==> src/rtl/simpleadder_collector_if.sv <==
// Collector port bundle: serial adder stream in, buffered parallel words out.
// Optional frame_cnt is present only when SIMPLEADDER_COLLECTOR_CNT_EN is defined.
interface simpleadder_collector_if #(
  parameter int RES_WIDTH = 3,
  parameter int DEPTH     = 4
);
  logic                   ser_in;
  logic                   en_in;
  logic [RES_WIDTH-1:0]   res_data;
  logic                   res_valid;
  logic                   res_ready;
  logic [$clog2(DEPTH):0] fifo_level;
  logic                   overflow;
  logic                   restart_err;
`ifdef SIMPLEADDER_COLLECTOR_CNT_EN
  logic [15:0]            frame_cnt;
`endif

  // master: the adder/consumer side driving the stream and accepting words
  modport master (
`ifdef SIMPLEADDER_COLLECTOR_CNT_EN
    input  frame_cnt,
`endif
    output ser_in, en_in, res_ready,
    input  res_data, res_valid, fifo_level, overflow, restart_err
  );

  // slave: the collector itself
  modport slave (
`ifdef SIMPLEADDER_COLLECTOR_CNT_EN
    output frame_cnt,
`endif
    input  ser_in, en_in, res_ready,
    output res_data, res_valid, fifo_level, overflow, restart_err
  );
endinterface

==> src/rtl/simpleadder_collector.sv <==
// Deserialises MSB-first adder results into words and queues them in a FWFT FIFO (macro SIMPLEADDER_COLLECTOR_CNT_EN adds frame_cnt).
// Latency: word visible on res_data the cycle after its last bit is sampled (FIFO empty).
// Backpressure: res_ready stalls the FIFO; a word completing while full with no pop is dropped and sets sticky overflow.

module simpleadder_collector_fifo #(
  parameter int WIDTH = 3,
  parameter int DEPTH = 4
) (
  input  logic                   clk,
  input  logic                   rst,
  input  logic                   i_push,
  input  logic [WIDTH-1:0]       i_push_dat,
  input  logic                   i_pop,
  output logic [WIDTH-1:0]       o_head,
  output logic                   o_valid,
  output logic [$clog2(DEPTH):0] o_level,
  output logic                   o_drop
);
  localparam int AW = $clog2(DEPTH);
  localparam int LW = AW + 1;

  logic [WIDTH-1:0] r_mem [DEPTH];
  logic [AW-1:0]    r_wr_ptr;
  logic [AW-1:0]    r_rd_ptr;
  logic [LW-1:0]    r_level;
  logic             w_empty;
  logic             w_full;
  logic             w_pop;
  logic             w_wr;

  assign w_empty = (r_level == '0);
  assign w_full  = (r_level == LW'(DEPTH));
  assign w_pop   = i_pop & ~w_empty;
  // A pop on the same edge frees the slot the push needs, so full+push+pop is lossless
  assign w_wr    = i_push & (~w_full | w_pop);
  assign o_drop  = i_push & w_full & ~w_pop;

  always_ff @(posedge clk) begin
    if (w_wr) r_mem[r_wr_ptr] <= i_push_dat;
  end

  always_ff @(posedge clk or posedge rst) begin
    if (rst) begin
      r_wr_ptr <= '0;
      r_rd_ptr <= '0;
      r_level  <= '0;
    end else begin
      if (w_wr)  r_wr_ptr <= r_wr_ptr + AW'(1);
      if (w_pop) r_rd_ptr <= r_rd_ptr + AW'(1);
      r_level <= r_level + LW'(w_wr) - LW'(w_pop);
    end
  end

  assign o_valid = ~w_empty;
  assign o_head  = w_empty ? '0 : r_mem[r_rd_ptr];
  assign o_level = r_level;
endmodule

module simpleadder_collector #(
  parameter int RES_WIDTH = 3,
  parameter int DEPTH     = 4
) (
  input  logic                clk,
  input  logic                rst,
  simpleadder_collector_if.slave bus
);
  localparam int CW = $clog2(RES_WIDTH);

  typedef enum logic {S_IDLE, S_SHIFT} state_t;

  state_t                 r_state;
  state_t                 w_state_nxt;
  logic [RES_WIDTH-1:0]   r_shreg;
  logic [RES_WIDTH-1:0]   w_shreg_nxt;
  logic [RES_WIDTH-1:0]   w_shift_val;
  logic [CW-1:0]          r_bit_cnt;
  logic [CW-1:0]          w_bit_cnt_nxt;
  logic                   w_push;
  logic                   w_restart;
  logic                   r_restart_err;
  logic                   r_overflow;
  logic                   w_drop;
  logic                   w_valid;
  logic [RES_WIDTH-1:0]   w_head;
  logic [$clog2(DEPTH):0] w_level;

  assign w_shift_val = {r_shreg[RES_WIDTH-2:0], bus.ser_in};

  always_ff @(posedge clk or posedge rst) begin
    if (rst) begin
      r_state       <= S_IDLE;
      r_shreg       <= '0;
      r_bit_cnt     <= '0;
      r_restart_err <= 1'b0;
      r_overflow    <= 1'b0;
    end else begin
      r_state       <= w_state_nxt;
      r_shreg       <= w_shreg_nxt;
      r_bit_cnt     <= w_bit_cnt_nxt;
      r_restart_err <= w_restart;
      r_overflow    <= r_overflow | w_drop;
    end
  end

  always_comb begin
    w_state_nxt   = r_state;
    w_shreg_nxt   = r_shreg;
    w_bit_cnt_nxt = r_bit_cnt;
    w_push        = 1'b0;
    w_restart     = 1'b0;
    case (r_state)
      S_IDLE: begin
        if (bus.en_in) begin
          w_shreg_nxt   = w_shift_val;
          w_bit_cnt_nxt = CW'(1);
          w_state_nxt   = S_SHIFT;
        end
      end
      S_SHIFT: begin
        w_shreg_nxt = w_shift_val;
        // en_in wins over completion: even a last-bit restart discards the word
        if (bus.en_in) begin
          w_restart     = 1'b1;
          w_bit_cnt_nxt = CW'(1);
        end else if (r_bit_cnt == CW'(RES_WIDTH - 1)) begin
          w_push        = 1'b1;
          w_bit_cnt_nxt = '0;
          w_state_nxt   = S_IDLE;
        end else begin
          w_bit_cnt_nxt = r_bit_cnt + CW'(1);
        end
      end
      default: w_state_nxt = S_IDLE;
    endcase
  end

  simpleadder_collector_fifo #(
    .WIDTH (RES_WIDTH),
    .DEPTH (DEPTH)
  ) u_fifo (
    .clk        (clk),
    .rst        (rst),
    .i_push     (w_push),
    .i_push_dat (w_shift_val),
    .i_pop      (bus.res_ready),
    .o_head     (w_head),
    .o_valid    (w_valid),
    .o_level    (w_level),
    .o_drop     (w_drop)
  );

`ifdef SIMPLEADDER_COLLECTOR_CNT_EN
  logic [15:0] r_frame_cnt;

  // Counts completed words, including those lost to overflow
  always_ff @(posedge clk or posedge rst) begin
    if (rst)         r_frame_cnt <= '0;
    else if (w_push) r_frame_cnt <= r_frame_cnt + 16'd1;
  end

  assign bus.frame_cnt = r_frame_cnt;
`endif

  assign bus.res_data    = w_head;
  assign bus.res_valid   = w_valid;
  assign bus.fifo_level  = w_level;
  assign bus.overflow    = r_overflow;
  assign bus.restart_err = r_restart_err;
endmodule
==> src/flat_wrapper.sv <==
// flat-port wrapper written by rule: the top's interface ports become plain ports
module simpleadder_collector_flat 
#(
  parameter int RES_WIDTH = 3,
  parameter int DEPTH     = 4
)
  (clk, rst, bus_ser_in, bus_en_in, bus_res_ready, bus_res_data, bus_res_valid, bus_fifo_level, bus_overflow, bus_restart_err);
  simpleadder_collector_if #(.RES_WIDTH(RES_WIDTH), .DEPTH(DEPTH)) bus_i ();
  input  logic clk;
  input  logic rst;
  input wire logic [$bits(bus_i.ser_in)-1:0] bus_ser_in;
  input wire logic [$bits(bus_i.en_in)-1:0] bus_en_in;
  input wire logic [$bits(bus_i.res_ready)-1:0] bus_res_ready;
  output wire logic [$bits(bus_i.res_data)-1:0] bus_res_data;
  output wire logic [$bits(bus_i.res_valid)-1:0] bus_res_valid;
  output wire logic [$bits(bus_i.fifo_level)-1:0] bus_fifo_level;
  output wire logic [$bits(bus_i.overflow)-1:0] bus_overflow;
  output wire logic [$bits(bus_i.restart_err)-1:0] bus_restart_err;
  assign bus_i.ser_in = bus_ser_in;
  assign bus_i.en_in = bus_en_in;
  assign bus_i.res_ready = bus_res_ready;
  assign bus_res_data = bus_i.res_data;
  assign bus_res_valid = bus_i.res_valid;
  assign bus_fifo_level = bus_i.fifo_level;
  assign bus_overflow = bus_i.overflow;
  assign bus_restart_err = bus_i.restart_err;
  simpleadder_collector #(.RES_WIDTH(RES_WIDTH), .DEPTH(DEPTH)) u_core (.clk(clk), .rst(rst), .bus(bus_i));
endmodule
==> config.mk <==
export PLATFORM = sky130hd
export DESIGN_NAME = simpleadder_collector_flat
export DESIGN_NICKNAME = d
export VERILOG_FILES = /design/src/rtl/simpleadder_collector_if.sv /design/src/rtl/simpleadder_collector.sv /design/src/flat_wrapper.sv
export SDC_FILE = /design/constraint.sdc
export NUM_CORES = 1
export LEC_CHECK = 0
export ABC_AREA = 1
export BUFFER_PORTS_ARGS = -buffer_cell sky130_fd_sc_hd__buf_2
export CAP_MARGIN = 40
export CELL_PAD_IN_SITES_DETAIL_PLACEMENT = 1
export CELL_PAD_IN_SITES_GLOBAL_PLACEMENT = 2
export CORE_MARGIN = 10
export CORE_UTILIZATION = 38
export DETAILED_ROUTE_END_ITERATION = 8
export GPL_ROUTABILITY_DRIVEN = 0
export MAX_ROUTING_LAYER = met4
export PLACE_DENSITY = 0.88
export SETUP_SLACK_MARGIN = 0.5
export SKIP_CTS_REPAIR_TIMING = 1
export SYNTH_ARGS = -nofsm -noshare
export SYNTH_HDL_FRONTEND = slang
export SYNTH_HIERARCHICAL = 1
export SYNTH_SLANG_ARGS = --single-unit
export TNS_END_PERCENT = 10
==> constraint.sdc <==
create_clock -name clk -period 6.1 [get_ports clk]
set_input_delay 1.22 -clock clk [delete_from_list [all_inputs] [get_ports clk]]
set_output_delay 1.22 -clock clk [all_outputs]
set_load 0.05 [all_outputs]
==> results.cfg <==
[die]
die_h_microns = 77.6
die_area_sq_um = 6020
start_util_pct = 40.6
rows = 20
io-pin-count = 14
die_w_microns = 77.6
core_area_sq_um = 3100

[global_routing]
antenna_found_initial = 0
grt_max_degree = 15
grt_overflow_total = 0
grt_pass1_vias = 942
grt.total_usage_pct = 8.47
grt_pass1_wl_microns = 4140

[synth]
syn_inst = 137
yosys-top-cells-count = nand2_1 (34), inv_1 (30), dfrtp_1 (14), edfxtp_1 (12), nand3_1 (9)
avgSynthCellArea_sq_um = 9.21
synth_compound_area_share_pct = 2.38
yosysUniqueCellTypes = 18
ys_ff_latch = 26
synth_mux_area_share_pct = 0
synth_most_common_cell = nand2_1
ys_async_sr_fraction_pct = 53.8
synth_top_cell_by_area = edfxtp_1
synth_flop_cell = dfrtp_1
syn-num-nets = 149
synthAdderAreaFrac_pct = 7.54
synth_top_family_by_area = simple AND/OR/NAND/NOR gates
netlist_area_sq_um = 1260
yosys_warnings = 6
synthTopCellsByArea = edfxtp_1 (29%), dfrtp_1 (28%), nand2_1 (10%)
netlist.area_leader.share_pct = 28.6
synth_simple_gate_area_share_pct = 21.3
synth_xor_area_share_pct = 1.39
synth.yosys.seq_area_share_pct = 56.3
synth-edff-count = 12

[worst_setup_path]
cp_num_buf_inv = 2
cp-end-kind = output pin
cp.arrival_ps = 1530
startpoint_type = flip-flop
critPathKind = flip-flop to output pin
crit_family = flip-flops
required_ps = 4880
cpPeakStageDelay_ps = 540
cp_slowest_cell = dfrtp_1
path_cells = inv_2 > nand2_1 > nand3_1 > a21oi_1 > buf_2
cp_max_fo = 9

[outcome]
status = complete, no violations

[timing]
min_period_ps = 2750
tightest_slew_ps = 329
holdWs_ps = 486
fin_setup_tns_ps = 0
skew_ps = 4.32
fmax_mhz = 363
setup_viol = 0
max_slew_margin_pct = 78.0
finalMaxSlewViolations = 0
timing.final.crit_share_pct = 45.1
final_hold_viol_count = 0
rsz0062_at_grt = false

[cts]
path_clk_slew_ps = 130
clk_latency_ps = 310
clockBufferDepth = 2
htree_levels = 1
cts_num_sinks = 26
cts_tree = built
cts_root_buffer = clkbuf_4
cts_buffers = 3

[cells_and_area]
area_growth_pct = 11.0
nets = 166
n_antenna_cell = 0
drive_gt1_share_pct = 18.3

[detailed_routing]
route.detailed.drc = 0
vias = 871
wire_per_inst_microns = 11.7
first_pass_iters = 4
route.antenna.remaining_nets = 0
vias_per_cell = 4.42
wl_microns = 2310
drt-initial-drc-count = 19

[placement]
port-buffer-count = 13
hpwl_microns = 1940

[run]
max-cap-violations = 0

[pwr]
p_per_area_nw_per_um2 = 463
leakage_uw = 0.000719
ir_drop_mv = 0.221

[min_path]
hold_path.class = flip-flop to flip-flop
final cells by class:
cell class | count | area (sq um)
Inverter | 35 | 131
Clock inverter | 1 | 3.75
Tap cell | 44 | 55.1
Clock buffer | 3 | 22.5
Timing Repair Buffer | 13 | 65.1
Sequential cell | 26 | 711
Fill cell | 410 | 1700
Multi-Input combinational cell | 75 | 412
worst paths after layout:
path,startpoint,end,slack (ps),depth (start not counted)
hold / removal,u_core/bus.overflow,u_core/bus.overflow,490,1
min in group asynchronous,rst,u_core/bus.overflow,830,2
setup reg to reg,u_core/r_bit_cnt[0],u_core/u_fifo/o_level[2],3960,9
max in group asynchronous,rst,u_core/u_fifo/r_rd_ptr[0],5020,2
hold reg to reg,u_core/bus.overflow,u_core/bus.overflow,490,1
setup / recovery,u_core/u_fifo/r_rd_ptr[0],bus_res_data[0],3350,5
power breakdown:
part           internal (uW)  switching, uW  total (uW)  leakage, uW
Sequential               224           42.6         266     0.000275
Clock                   23.9           44.7        68.5    0.0000154
Combinational           86.7            226         313     0.000429
Total                    334            313         648     0.000719
state kept, by name, summed over array words and instances (netlist names):
signal,cells
u_core/r_shreg,2
u_core/u_fifo/r_mem,12
u_core/bus.overflow,1
u_core/u_fifo/r_wr_ptr,2
u_core/bus.restart_err,1
u_core/u_fifo/r_rd_ptr,2
u_core/r_bit_cnt,2
u_core/r_state,1
u_core/u_fifo/o_level,3
cells in the final DEF, fill, tap and decap left out:
master    netlist  routed
dfrtp_1        14      14
or2_1           1       1
nand3_1         9       9
o21ai_1         3       3
clkinv_1        0       1
ha_1            6       6
nand2_4         2       2
nand4_1         1       1
clkbuf_4        0       3
buf_2           0      13
xnor2_1         2       2
fa_1            1       1
nand2_1        34      34
inv_1          30      30
nor2_1          8       8
a21oi_1         3       3
nor2_2          2       2
nand2_2         3       3
edfxtp_1       12      12
inv_2           5       5
per-stage QoR:
| step | instance area [sq um] | std cells | util (%) | worst slack (ps) | total power (uW) |
|---|---|---|---|---|---|
| 6_report | 1400 | 197 | 45.1 | 3350 | 648 |
| 3_3_place_gp | 1370 | 193 | 44.3 | 3080 | 574 |
| 3_5_place_dp | 1370 | 193 | 44.3 | 3000 | 590 |
| 4_1_cts | 1400 | 197 | 45.1 | 3320 | 662 |
| 5_1_grt | 1400 | 197 | 45.1 | 3140 | 702 |
| 2_1_floorplan | 1260 | 137 | - | 2970 | 514 |
routing by layer:
metal / share of wire [%] / track usage (%) / routed length (microns)
met3: 3.4 / 1.84 / 79
met5: 0 / - / 0
met1: 43 / 9.21 / 986
met4: 0.52 / 3.28 / 12
met2: 53 / 14.7 / 1240
logic make-up after synthesis:
kind of cell | count (synthesis)
AO/OA/AOI/OAI | 6
XOR/XNOR | 2
adder cells (fa/ha/maj) | 7
buffers and inverters | 36
flip-flops | 26
AND/OR/NAND/NOR | 60
Note: power is estimated with default switching activity, not from simulation.
